## config.mk

```make
export PLATFORM = sky130hd
export DESIGN_NAME = flash_sample_sequencer
export DESIGN_NICKNAME = d
export VERILOG_FILES = /design/src/rtl/flash_sample_sequencer.sv
export SDC_FILE = /design/constraint.sdc
export NUM_CORES = 1
export LEC_CHECK = 0
export CELL_PAD_IN_SITES_DETAIL_PLACEMENT = 1
export CELL_PAD_IN_SITES_GLOBAL_PLACEMENT = 1
export CORE_MARGIN = 3
export CORE_UTILIZATION = 38
export CTS_BUF_LIST = sky130_fd_sc_hd__clkbuf_16
export DETAILED_ROUTE_END_ITERATION = 12
export HOLD_SLACK_MARGIN = 0.03
export PLACE_DENSITY_LB_ADDON = 0.1
export SLEW_MARGIN = 10
export SYNTH_ARGS = -nofsm -noshare
export SYNTH_HDL_FRONTEND = slang
export SYNTH_SLANG_ARGS = --single-unit
```

## constraint.sdc

```tcl
create_clock -name CLOCK_50 -period 4.3 [get_ports CLOCK_50]
set_input_delay 0.86 -clock CLOCK_50 [delete_from_list [all_inputs] [get_ports CLOCK_50]]
set_output_delay 0.86 -clock CLOCK_50 [all_outputs]
set_load 0.02 [all_outputs]
```

## src/rtl/flash_sample_sequencer.sv

```systemverilog
// flash_sample_sequencer: walks a word-address window in flash, forward or
// reverse, one-shot or looping, issuing one read per word and splitting each
// returned word into two audio samples handed out on successive sample_tick.
module flash_sample_sequencer #(
  parameter int ADDR_W   = 23,
  parameter int DATA_W   = 32,
  parameter int SAMPLE_W = 16
) (
  input  logic                CLOCK_50,
  input  logic                reset,
  input  logic                enable,
  input  logic                direction,
  input  logic                loop_mode,
  input  logic                restart,
  input  logic [ADDR_W-1:0]   start_addr,
  input  logic [ADDR_W-1:0]   end_addr,
  input  logic                sample_tick,
  output logic                flash_read,
  output logic [ADDR_W-1:0]   flash_addr,
  input  logic                flash_readdatavalid,
  input  logic [DATA_W-1:0]   flash_readdata,
  output logic [SAMPLE_W-1:0] sample_out,
  output logic                sample_valid,
  output logic                underrun,
  output logic                done,
  output logic                range_err
);

  typedef enum logic [2:0] {
    S_IDLE,
    S_LOAD,
    S_REQ,
    S_WAIT,
    S_TICK0,
    S_TICK1,
    S_DONE,
    S_ERR
  } state_t;

  localparam logic [ADDR_W-1:0] ADDR_ONE = ADDR_W'(1);

  state_t              state_q, state_d;
  logic [ADDR_W-1:0]   flash_addr_q, flash_addr_d;
  logic [ADDR_W-1:0]   start_q, start_d;
  logic [ADDR_W-1:0]   end_q, end_d;
  logic [DATA_W-1:0]   word_q, word_d;
  logic                word_dir_q, word_dir_d;
  logic                restart_pending_q, restart_pending_d;
  logic [SAMPLE_W-1:0] sample_out_q, sample_out_d;
  logic                sample_valid_q, sample_valid_d;
  logic                underrun_q, underrun_d;

  logic [SAMPLE_W-1:0] word_lo, word_hi;
  logic                tick_ok;
  logic                tick_starved;

  assign word_lo      = word_q[SAMPLE_W-1:0];
  assign word_hi      = word_q[DATA_W-1:SAMPLE_W];
  // A restart in the same cycle swallows the tick entirely.
  assign tick_ok      = sample_tick & enable & ~restart;
  assign tick_starved = tick_ok;

  // State register and datapath flops.
  always_ff @(posedge CLOCK_50 or posedge reset) begin
    if (reset) begin
      state_q           <= S_IDLE;
      flash_addr_q      <= '0;
      start_q           <= '0;
      end_q             <= '0;
      word_q            <= '0;
      word_dir_q        <= 1'b0;
      restart_pending_q <= 1'b0;
      sample_out_q      <= '0;
      sample_valid_q    <= 1'b0;
      underrun_q        <= 1'b0;
    end else begin
      state_q           <= state_d;
      flash_addr_q      <= flash_addr_d;
      start_q           <= start_d;
      end_q             <= end_d;
      word_q            <= word_d;
      word_dir_q        <= word_dir_d;
      restart_pending_q <= restart_pending_d;
      sample_out_q      <= sample_out_d;
      sample_valid_q    <= sample_valid_d;
      underrun_q        <= underrun_d;
    end
  end

  // Next-state, address advance and sample selection.
  always_comb begin
    state_d           = state_q;
    flash_addr_d      = flash_addr_q;
    start_d           = start_q;
    end_d             = end_q;
    word_d            = word_q;
    word_dir_d        = word_dir_q;
    restart_pending_d = restart_pending_q;
    sample_out_d      = sample_out_q;
    sample_valid_d    = 1'b0;
    underrun_d        = 1'b0;

    unique case (state_q)
      S_IDLE: begin
        if (restart || enable) state_d = S_LOAD;
      end

      S_LOAD: begin
        start_d           = start_addr;
        end_d             = end_addr;
        restart_pending_d = 1'b0;
        if (restart) begin
          state_d = S_LOAD;
        end else if (start_addr > end_addr) begin
          state_d = S_ERR;
        end else begin
          flash_addr_d = direction ? end_addr : start_addr;
          state_d      = S_REQ;
        end
      end

      // The read has already been issued this cycle, so a restart here is
      // deferred until the matching data returns, exactly as in S_WAIT.
      S_REQ: begin
        underrun_d = tick_starved;
        if (restart) restart_pending_d = 1'b1;
        state_d = S_WAIT;
      end

      S_WAIT: begin
        underrun_d = tick_starved;
        if (flash_readdatavalid) begin
          if (restart_pending_q || restart) begin
            restart_pending_d = 1'b0;
            state_d           = S_LOAD;
          end else begin
            word_d     = flash_readdata;
            word_dir_d = direction;
            state_d    = S_TICK0;
          end
        end else if (restart) begin
          restart_pending_d = 1'b1;
        end
      end

      S_TICK0: begin
        if (restart) begin
          state_d = S_LOAD;
        end else if (tick_ok) begin
          sample_out_d   = word_dir_q ? word_hi : word_lo;
          sample_valid_d = 1'b1;
          state_d        = S_TICK1;
        end
      end

      S_TICK1: begin
        if (restart) begin
          state_d = S_LOAD;
        end else if (tick_ok) begin
          sample_out_d   = word_dir_q ? word_lo : word_hi;
          sample_valid_d = 1'b1;
          state_d        = S_REQ;
          if (!direction) begin
            if (flash_addr_q == end_q) begin
              if (loop_mode) flash_addr_d = start_q;
              else           state_d      = S_DONE;
            end else begin
              flash_addr_d = flash_addr_q + ADDR_ONE;
            end
          end else begin
            if (flash_addr_q == start_q) begin
              if (loop_mode) flash_addr_d = end_q;
              else           state_d      = S_DONE;
            end else begin
              flash_addr_d = flash_addr_q - ADDR_ONE;
            end
          end
        end
      end

      S_DONE, S_ERR: begin
        if (restart) state_d = S_LOAD;
      end

      default: state_d = S_IDLE;
    endcase
  end

  assign flash_read   = (state_q == S_REQ);
  assign flash_addr   = flash_addr_q;
  assign sample_out   = sample_out_q;
  assign sample_valid = sample_valid_q;
  assign underrun     = underrun_q;
  assign done         = (state_q == S_DONE);
  assign range_err    = (state_q == S_ERR);

endmodule

```

* Yosys cells after proc, flatten, opt, wreduce, memory -nomap -nowiden *
Cells that the tools add are included.

storage, ports and cells
  register bits after elaboration = 124
  input port bits = 86
  word-level logic and storage cells = 95

cells by class
  add/subtract/negate cells = 2
  magnitude comparators = 1
  equality and inequality tests = 23
  mux-type cells = 41
  bitwise gates (word level) = 4
  reduce and logical (&&, ||, !) cells = 14

operators by type and width
  operator                 count
  $mux W23                 10
  $mux W16                 6
  $eq A23 B23 Y1           2
  $pmux W23 S2             1
  $mux W3                  14
  $pmux W16 S2             1
  $add A23 B1 Y23 const B  1
  $gt A23 B23 Y1           1
  $sub A23 B1 Y23 const B  1
  $pmux W3 S7              1
  $ne A2 B2 Y1 const B     9
  $eq A3 B3 Y1 const B     4
  $reduce_and A5 Y1        2
  $ne A3 B3 Y1 const B     3
  $ne A4 B4 Y1 const B     2
  $mux W1                  7
  $reduce_and A7 Y1        1
  $eq A3 B2 Y1 const B     2
  $reduce_or A2 Y1         3
  $reduce_bool A2 Y1       2
  $eq A3 B1 Y1 const B     1
  $logic_not A3 Y1         1
  $pmux W1 S3              1
  $reduce_and A3 Y1        1
  5 further kinds          8

* Logic depth before layout (Yosys ltp) *
Gate-level depths: netlist of run 1.

  depth in word-level cells = 6
  gate-level depth with buffers = 10
  depth with buffers taken out = 9

* Worst setup path before layout of run 1 *
Ideal clock, no wire load.

  kind = input to register
  from = in end_addr[21]
  to = reg flash_addr_q[0], in the netlist flash_addr[0]
  library setup time = 0.125 ns
  arrival time = 2.818 ns
  slack = 1.358 ns
  stages on the path = 8
  cells stage by stage = inv_1 ha_1 nand4_1 nor4_1 and2_1 a22oi_1 a221oi_2 mux2_2

between the ends
  word-level cells in the longest chain between the ends = 3

RTL lines
  what                         RTL line  RTL
  start: declaration           16        input logic [ADDR_W-1:0] end_addr,
  $gt A23 B23 Y1               114       end else if (start_addr > end_addr) begin
  $ne A2 B2 Y1 (no line)       n/a
  $reduce_and A7 Y1 (no line)  n/a
  end signal: assignment       78        flash_addr_q <= flash_addr_d;
  end: declaration             43        logic [ADDR_W-1:0] flash_addr_q, flash_addr_d;

Every way passes these cells.
A chain may end at the register's enable or synchronous reset.

* Final worst setup path of run 1 *
  from = in end_addr[22]
  to = reg flash_addr_q[20], in the netlist flash_addr[20]

Same word-level chain as after synthesis.

==> results of run 1 <==
synthesized netlist by cell type, types with 6 or more instances:
cell,n
dfrtp_1,124
ha_1,25
nor2_1,67
a31o_2,12
and2_0,7
o31ai_1,9
and2_1,9
xnor2_1,44
nand2_1,87
buf_2,24
clkbuf_1,34
mux2i_1,30
o311a_1,6
nor3_1,19
nand4_1,20
a21oi_1,36
mux2_2,60
nor4_1,11
xor2_1,44
inv_1,34
o311ai_0,10
nand3_1,15
o31a_1,6
o21ai_0,66
sequential cells by signal, indices dropped and copies added, names as in the netlist:
signal / flops
underrun: 1
end_q: 23
word_dir_q: 1
state_q: 3
word_q: 32
flash_addr: 23
sample_valid: 1
restart_pending_q: 1
start_q: 23
sample_out: 16
through the flow:
step	util [%]	TNS [ns]	instances	cell area (um2)	power [mW]
global placement	46.3	-0.164	1208	9460	5.80
CTS	49.2	0	1240	10100	7.46
floorplan	-	0	859	7970	4.69
global route	49.2	0	1240	10100	7.92
finish	49.2	0	1240	10100	7.41
detailed placement	46.3	-1.27	1208	9460	5.95
cell usage in the layout (no fill, tap or decap), types with 17 or more instances in the layout:
master / instances
dfrtp_1: 124
a21oi_1: 36
inv_1: 33
clkdlybuf4s50_1: 128
mux2i_1: 30
ha_1: 25
clkbuf_16: 17
mux2_2: 60
nor3_1: 19
nand2_1: 87
nand4_1: 20
xor2_1: 43
nor2_1: 66
xnor2_1: 44
o21ai_0: 66
power by group through the flow:
stage	Clock (mW)	Sequential, mW	Combinational [mW]
floorplan	0	2.30	2.39
global placement	0	2.47	3.33
detailed placement	0	2.51	3.44
CTS	1.50	2.50	3.46
global route	1.57	2.60	3.75
finish	1.48	2.50	3.43
cells by family (layout without fill, tap and decap cells):
family,after synthesis,in the layout,synth area share [%]
mux,92,92,12.8
buf+inv,100,211,5.23
compound gates,163,163,13.0
fa+ha+maj,25,25,3.92
xor+xnor,88,88,9.67
flops,124,124,38.9
simple gates,267,267,16.4
worst paths after layout:
check | end | depth (start not counted)
setup reg to reg | flash_addr[20]$_DFFE_PP0P_ | 8
max in group asynchronous | end_q[17]$_DFFE_PP0N_ | 3
hold reg to reg | sample_out[14]$_DFFE_PP0P_ | 2
setup / recovery | flash_addr[20]$_DFFE_PP0P_ | 10
hold / removal | sample_out[14]$_DFFE_PP0P_ | 2
min in group asynchronous | underrun$_DFF_PP0_ | 2
cell type report:
class,count,area [um2]
clock buffer,17,425
clock inverter,15,171
fill,2322,10400
inverter,36,138
multi-input combinational,635,4460
sequential,124,3100
tap,270,338
timing repair buffer,143,1420
routing by layer:
| layer | global-route usage (%) | up-vias |
|---|---|---|
| met1 | 30.8 | 3384 |
| met3 | 3.74 | 27 |
| met2 | 39.0 | 154 |
| met4 | 6.39 | 0 |
| li1 | - | 3216 |
| met5 | 0 | - |
tightest hold or removal path, cell delays in order, from the launching register on:
cell	delay (ns)
dfrtp_1	0.34
nand2_1	0.04
o21ai_0	0.06
==> flow_results.xml, run 1 <==
<?xml version="1.0" encoding="UTF-8"?>
<metrics>
  <group name="status">
    <metric name="status" unit="">complete, no violations</metric>
  </group>
  <group name="clock_tree">
    <metric name="cts_setup_buffers" unit="">0</metric>
    <metric name="htree_levels" unit="">4</metric>
    <metric name="cts_root_buf" unit="">clkbuf_16</metric>
    <metric name="cts_inserted_buffers" unit="">17</metric>
    <metric name="max-clock-path-buffers" unit="">2</metric>
    <metric name="number_of_resized_instances_in_the_post_cts_repair_step" unit="">0</metric>
    <metric name="clk_pin_slew_worst_paths" unit="ns">0.06</metric>
    <metric name="cts_num_sinks" unit="">124</metric>
    <metric name="tritoncts" unit="">done</metric>
    <metric name="total_of_hold_buffers_inserted_after_clock_tree_synthesis" unit="">0</metric>
    <metric name="worst_skew_pair.late_latency" unit="ns">0.43</metric>
  </group>
  <group name="synth">
    <metric name="number_of_synthesized_register_bits" unit="">124</metric>
    <metric name="postSynthCellCount" unit="">859</metric>
    <metric name="synth_ff_type" unit="">dfrtp_1</metric>
    <metric name="synth-async-reset-ratio" unit="%">100</metric>
    <metric name="number_of_enable_flip_flop_cells_after_synthesis" unit="">0</metric>
    <metric name="seq_area_frac_synth" unit="%">38.9</metric>
    <metric name="post-synth-top-area-fraction" unit="%">38.9</metric>
    <metric name="yosys.area.top_type" unit="">dfrtp_1</metric>
    <metric name="ys_top_cells_by_area" unit="">dfrtp_1 39%, mux2_2 8.5%, xnor2_1 4.8%, xor2_1 4.8%, o21ai_0 4.1%</metric>
    <metric name="yosysWarningCount" unit="">0</metric>
    <metric name="synthesis.area_per_instance" unit="um2">9.28</metric>
    <metric name="synthesis.nets" unit="">970</metric>
    <metric name="number_of_distinct_library_cells_after_synthesis" unit="">55</metric>
    <metric name="netlist_area" unit="um2">7970</metric>
  </group>
  <group name="grt">
    <metric name="grt_start_max_net_pins" unit="">83</metric>
    <metric name="antenna_found_initial" unit="">0</metric>
    <metric name="global_route.usage.total" unit="%">23.1</metric>
    <metric name="grt_pass1_wl" unit="um">40500</metric>
    <metric name="grt_remaining_overflow" unit="">0</metric>
    <metric name="first_global_vias" unit="">7045</metric>
  </group>
  <group name="placed_design">
    <metric name="gp_routability_congestion" unit="">0.856</metric>
    <metric name="post-dp-hpwl" unit="um">18800</metric>
    <metric name="numPortBuffers" unit="">129</metric>
    <metric name="dp_slack" unit="ns">-0.143</metric>
  </group>
  <group name="worst_setup_path">
    <metric name="timing.critical_path.required" unit="ns">4.62</metric>
    <metric name="category_of_the_most_critical_setup_path" unit="">in2reg</metric>
    <metric name="setup.worst_path.start_class" unit="">input port</metric>
    <metric name="crit_path_max_fanout" unit="">13</metric>
    <metric name="cpPeakStageDelay" unit="ns">0.71</metric>
    <metric name="critical_path.reg2reg.startpoint" unit="">flash_addr[1]$_DFFE_PP0P_</metric>
    <metric name="critPathTopFamily" unit="">simple AND/OR/NAND/NOR gates</metric>
    <metric name="reg2reg_slack" unit="ns">0.99</metric>
    <metric name="crit_chain" unit="">clkdlybuf4s50_1 -&gt; inv_1 -&gt; ha_1 -&gt; nand4_1 -&gt; nor4_1 -&gt; and2_1 -&gt; a22oi_1 -&gt; a221o_1 -&gt; buf_4 -&gt; o31ai_1</metric>
    <metric name="worst_path_max_delay_cell" unit="">nor4_1</metric>
    <metric name="startpoint" unit="">end_addr[22]</metric>
    <metric name="critical_path.endpoint_type" unit="">flip-flop</metric>
    <metric name="worstPathArrival" unit="ns">4.45</metric>
    <metric name="critical_path_buf_inv_count" unit="">3</metric>
  </group>
  <group name="final_layout">
    <metric name="antennaDiodeCount" unit="">0</metric>
    <metric name="layout.nets" unit="">1068</metric>
    <metric name="flow.area_growth_from_synthesis" unit="%">26.2</metric>
    <metric name="proportion_of_layout_cells_with_a_drive_suffix_above_1" unit="%">13.8</metric>
  </group>
  <group name="power">
    <metric name="power.leakage" unit="nW">4.34</metric>
    <metric name="power.share.sequential" unit="%">33.7</metric>
    <metric name="p_comb_share" unit="%">46.3</metric>
    <metric name="pwr_density_cell" unit="nW/um2">737</metric>
    <metric name="power_frac_clock" unit="%">20.0</metric>
    <metric name="vdd.ir_drop.worst" unit="mV">0.324</metric>
    <metric name="power.net_switching" unit="mW">3.22</metric>
    <metric name="swShare" unit="%">43.4</metric>
    <metric name="internal_power" unit="mW">4.19</metric>
  </group>
  <group name="sta">
    <metric name="final.min_clock_period" unit="ns">4.13</metric>
    <metric name="fin_skew" unit="ns">0.0154</metric>
    <metric name="holdWs" unit="ns">0.479</metric>
    <metric name="timing_worst_slew_pin_value" unit="ns">0.846</metric>
    <metric name="worst_slew_margin_rel" unit="%">43.6</metric>
    <metric name="slew_violations" unit="">0</metric>
    <metric name="max_clk_rate" unit="MHz">242</metric>
    <metric name="final.setup.worst_slack" unit="ns">0.170</metric>
    <metric name="timing.final.hold_violations" unit="">0</metric>
    <metric name="final.period_utilization" unit="%">96.0</metric>
    <metric name="finalSetupViolations" unit="">0</metric>
    <metric name="rsz0062_at_grt" unit="">no</metric>
  </group>
  <group name="floorplan">
    <metric name="die_w" unit="um">151</metric>
    <metric name="io-pin-count" unit="">130</metric>
    <metric name="dieHeight" unit="um">151</metric>
    <metric name="placeableCoreArea" unit="um2">20400</metric>
    <metric name="die_footprint" unit="um2">22700</metric>
    <metric name="floorplan.initialDensity" unit="%">39.0</metric>
    <metric name="row_count" unit="">52</metric>
  </group>
  <group name="routing">
    <metric name="met1Wirelength" unit="um">11600</metric>
    <metric name="drt-total-wl" unit="um">25900</metric>
    <metric name="drt-initial-drc-count" unit="">294</metric>
    <metric name="route.met2.wl" unit="um">12900</metric>
    <metric name="drtAntennaViolNets" unit="">0</metric>
    <metric name="highest_layer" unit="">met4</metric>
    <metric name="wl_per_cell" unit="um">20.9</metric>
    <metric name="drt_first_pass_iters" unit="">5</metric>
    <metric name="drc_errors" unit="">0</metric>
    <metric name="route.detailed.vias_per_inst" unit="">5.47</metric>
    <metric name="vias" unit="">6781</metric>
    <metric name="detailroute.wirelength.met3" unit="um">1010</metric>
  </group>
  <group name="run">
    <metric name="cap_violations" unit="">0</metric>
  </group>
  <group name="worst_hold_path">
    <metric name="min-delay-path-class" unit="">reg2reg</metric>
    <metric name="worst_hold_startpoint" unit="">sample_out[14]$_DFFE_PP0P_</metric>
  </group>
</metrics>
Note: power is estimated with default switching activity, not from simulation.
==> run 2: changes to the inputs <==
--- a/config.mk
+++ b/config.mk
@@ -5,6 +5,7 @@
 export SDC_FILE = /design/constraint.sdc
 export NUM_CORES = 1
 export LEC_CHECK = 0
+export ABC_CLOCK_PERIOD_IN_PS = 4300
 export CELL_PAD_IN_SITES_DETAIL_PLACEMENT = 1
 export CELL_PAD_IN_SITES_GLOBAL_PLACEMENT = 1
 export CORE_MARGIN = 3
==> results of run 2 <==
The final DEF is identical to that of run 1; final timing and power are the same.
==> run 3: changes to the inputs <==
--- a/config.mk
+++ b/config.mk
@@ -10,7 +10,7 @@
 export CELL_PAD_IN_SITES_GLOBAL_PLACEMENT = 1
 export CORE_MARGIN = 3
 export CORE_UTILIZATION = 38
-export CTS_BUF_LIST = sky130_fd_sc_hd__clkbuf_16
+export CTS_BUF_LIST = sky130_fd_sc_hd__clkbuf_4 sky130_fd_sc_hd__clkbuf_8
 export DETAILED_ROUTE_END_ITERATION = 12
 export HOLD_SLACK_MARGIN = 0.03
 export PLACE_DENSITY_LB_ADDON = 0.1
==> run 3 against run 2 <==
Net effect:
- critical endpoint unchanged
- die area stayed put
- clock power down 26%
- total power fell by 5.5%
- critical path depth unchanged
- first-iteration DRC count increased by 7.1%
- sequential power hardly changed
- non-clock buffer count did not move
- register-to-register slack worse by 0.02 ns
- via count about the same
- combinational power hardly changed
==> flow_results.xml, run 3 (same netlist as run 1, synthesis figures left out) <==
<?xml version="1.0" encoding="UTF-8"?>
<metrics>
  <group name="final_layout">
    <metric name="antennaDiodeCount" unit="">0</metric>
    <metric name="layout.nets" unit="">1068</metric>
    <metric name="flow.area_growth_from_synthesis" unit="%">23.8</metric>
    <metric name="regMostFlops" unit="">word_q</metric>
    <metric name="proportion_of_layout_cells_with_a_drive_suffix_above_1" unit="%">13.8</metric>
    <metric name="commonest_non_fill_non_tap_cells_in_the_layout" unit="">128 x clkdlybuf4s50_1, 124 x dfrtp_1, 87 x nand2_1</metric>
    <metric name="postLayoutCellArea" unit="um2">9860</metric>
    <metric name="final_common_cell" unit="">clkdlybuf4s50_1</metric>
    <metric name="largest_reg_flops" unit="">32</metric>
    <metric name="final_core_utilization" unit="%">48.3</metric>
  </group>
  <group name="routing">
    <metric name="drtAntennaViolNets" unit="">0</metric>
    <metric name="route.detailed.vias_per_inst" unit="">5.47</metric>
    <metric name="drc_errors" unit="">0</metric>
    <metric name="vias" unit="">6785</metric>
    <metric name="drt-total-wl" unit="um">25700</metric>
    <metric name="drt-initial-drc-count" unit="">315</metric>
    <metric name="wl_per_cell" unit="um">20.7</metric>
    <metric name="drt_first_pass_iters" unit="">5</metric>
  </group>
  <group name="placed_design">
    <metric name="gp_routability_congestion" unit="">0.856</metric>
    <metric name="numPortBuffers" unit="">129</metric>
    <metric name="post-dp-hpwl" unit="um">18800</metric>
    <metric name="place_area" unit="um2">9460</metric>
  </group>
  <group name="sta">
    <metric name="fin_skew" unit="ns">0.0227</metric>
    <metric name="timing_worst_slew_pin_value" unit="ns">0.841</metric>
    <metric name="timing.final.hold_violations" unit="">0</metric>
    <metric name="slew_violations" unit="">0</metric>
    <metric name="worst_slew_margin_rel" unit="%">43.9</metric>
    <metric name="rsz0062_at_grt" unit="">no</metric>
    <metric name="final.min_clock_period" unit="ns">4.07</metric>
    <metric name="finalSetupViolations" unit="">0</metric>
    <metric name="final.period_utilization" unit="%">94.7</metric>
    <metric name="max_clk_rate" unit="MHz">246</metric>
  </group>
  <group name="clock_tree">
    <metric name="number_of_resized_instances_in_the_post_cts_repair_step" unit="">0</metric>
    <metric name="total_of_hold_buffers_inserted_after_clock_tree_synthesis" unit="">0</metric>
    <metric name="htree_levels" unit="">4</metric>
    <metric name="worst_skew_pair.late_latency" unit="ns">0.47</metric>
    <metric name="cts_root_buf" unit="">clkbuf_8</metric>
    <metric name="cts_inserted_buffers" unit="">17</metric>
    <metric name="cts_num_sinks" unit="">124</metric>
    <metric name="clk_pin_slew_worst_paths" unit="ns">0.09</metric>
    <metric name="tritoncts" unit="">done</metric>
    <metric name="max-clock-path-buffers" unit="">2</metric>
    <metric name="cts_setup_buffers" unit="">0</metric>
  </group>
  <group name="power">
    <metric name="power.leakage" unit="nW">4.26</metric>
    <metric name="pwr_density_cell" unit="nW/um2">710</metric>
    <metric name="vdd.ir_drop.worst" unit="mV">0.246</metric>
  </group>
  <group name="worst_setup_path">
    <metric name="crit_path_max_fanout" unit="">13</metric>
    <metric name="category_of_the_most_critical_setup_path" unit="">in2reg</metric>
    <metric name="critical_path.endpoint_type" unit="">flip-flop</metric>
    <metric name="worstPathArrival" unit="ns">4.43</metric>
    <metric name="ff2ff_path_depth" unit="">8</metric>
    <metric name="timing.critical_path.required" unit="ns">4.65</metric>
    <metric name="setup.worst_path.start_class" unit="">input port</metric>
  </group>
  <group name="floorplan">
    <metric name="die_w" unit="um">151</metric>
    <metric name="io-pin-count" unit="">130</metric>
    <metric name="die_footprint" unit="um2">22700</metric>
    <metric name="dieHeight" unit="um">151</metric>
    <metric name="floorplan.initialDensity" unit="%">39.0</metric>
    <metric name="row_count" unit="">52</metric>
    <metric name="placeableCoreArea" unit="um2">20400</metric>
  </group>
  <group name="grt">
    <metric name="global_route.usage.total" unit="%">22.9</metric>
    <metric name="grt_start_max_net_pins" unit="">83</metric>
    <metric name="grt_pass1_wl" unit="um">40100</metric>
    <metric name="first_global_vias" unit="">7024</metric>
    <metric name="antenna_found_initial" unit="">0</metric>
    <metric name="grt_remaining_overflow" unit="">0</metric>
  </group>
  <group name="status">
    <metric name="status" unit="">complete, no violations</metric>
  </group>
  <group name="run">
    <metric name="cap_violations" unit="">0</metric>
  </group>
  <group name="worst_hold_path">
    <metric name="timing.hold.worst_path_depth" unit="">2</metric>
    <metric name="min-delay-path-class" unit="">reg2reg</metric>
  </group>
</metrics>
-- run 3: cell counts in the layout (fill, tap and decap cells not counted) --
Identical to the previous run, type by type.
-- run 3: critical path: stages --
cell,delay [ns]
clkdlybuf4s50_1,0.51
inv_1,0.07
ha_1,0.38
nand4_1,0.33
nor4_1,0.66
and2_1,0.26
a22oi_1,0.12
a221o_1,0.61
buf_4,0.30
o31ai_1,0.30
-- run 3: power by group --
group          switching, mW  leakage (nW)  total, mW  internal, mW
clock                  0.596         0.205       1.09         0.492
sequential             0.763          1.52       2.50          1.73
combinational           1.80          2.54       3.42          1.62
total                   3.15          4.26       7.00          3.85
-- run 3: path summary, 6_finish.rpt --
kind	endpoint	slack, ns	from
setup / recovery	flash_addr[20]$_DFFE_PP0P_	0.23	end_addr[22]
hold / removal	sample_out[14]$_DFFE_PP0P_	0.48	sample_out[14]$_DFFE_PP0P_
setup reg to reg	flash_addr[20]$_DFFE_PP0P_	0.97	flash_addr[1]$_DFFE_PP0P_
hold reg to reg	sample_out[14]$_DFFE_PP0P_	0.48	sample_out[14]$_DFFE_PP0P_
max in group asynchronous	end_q[17]$_DFFE_PP0N_	2.66	reset
min in group asynchronous	underrun$_DFF_PP0_	0.80	reset
-- run 3: per-layer routing --
layer,vias to the layer above,global-route usage [%],share of wire (%)
li1,3219,-,-
met1,3384,30.7,45
met2,156,38.2,49
met3,26,3.38,3.9
met4,0,7.16,1.9
met5,-,0,0
-- run 3: cell type report --
class,count,area (um2)
fill,2345,10600
timing repair buffer,143,1420
clock inverter,15,171
sequential,124,3100
tap,270,338
inverter,36,138
multi-input combinational,635,4460
clock buffer,17,234
-- run 3: per-stage QoR --
stage | hold WS, ns | TNS (ns) | total power [mW] | setup WS [ns] | instances
global placement | 0.463 | -0.164 | 5.80 | -0.0291 | 1208
detailed placement | 0.470 | -1.27 | 5.95 | -0.143 | 1208
finish | 0.483 | 0 | 7.00 | 0.228 | 1240
global route | 0.516 | 0 | 7.51 | 0.184 | 1240
floorplan | 0.479 | 0 | 4.69 | 0.141 | 859
CTS | 0.490 | 0 | 7.06 | 0.318 | 1240
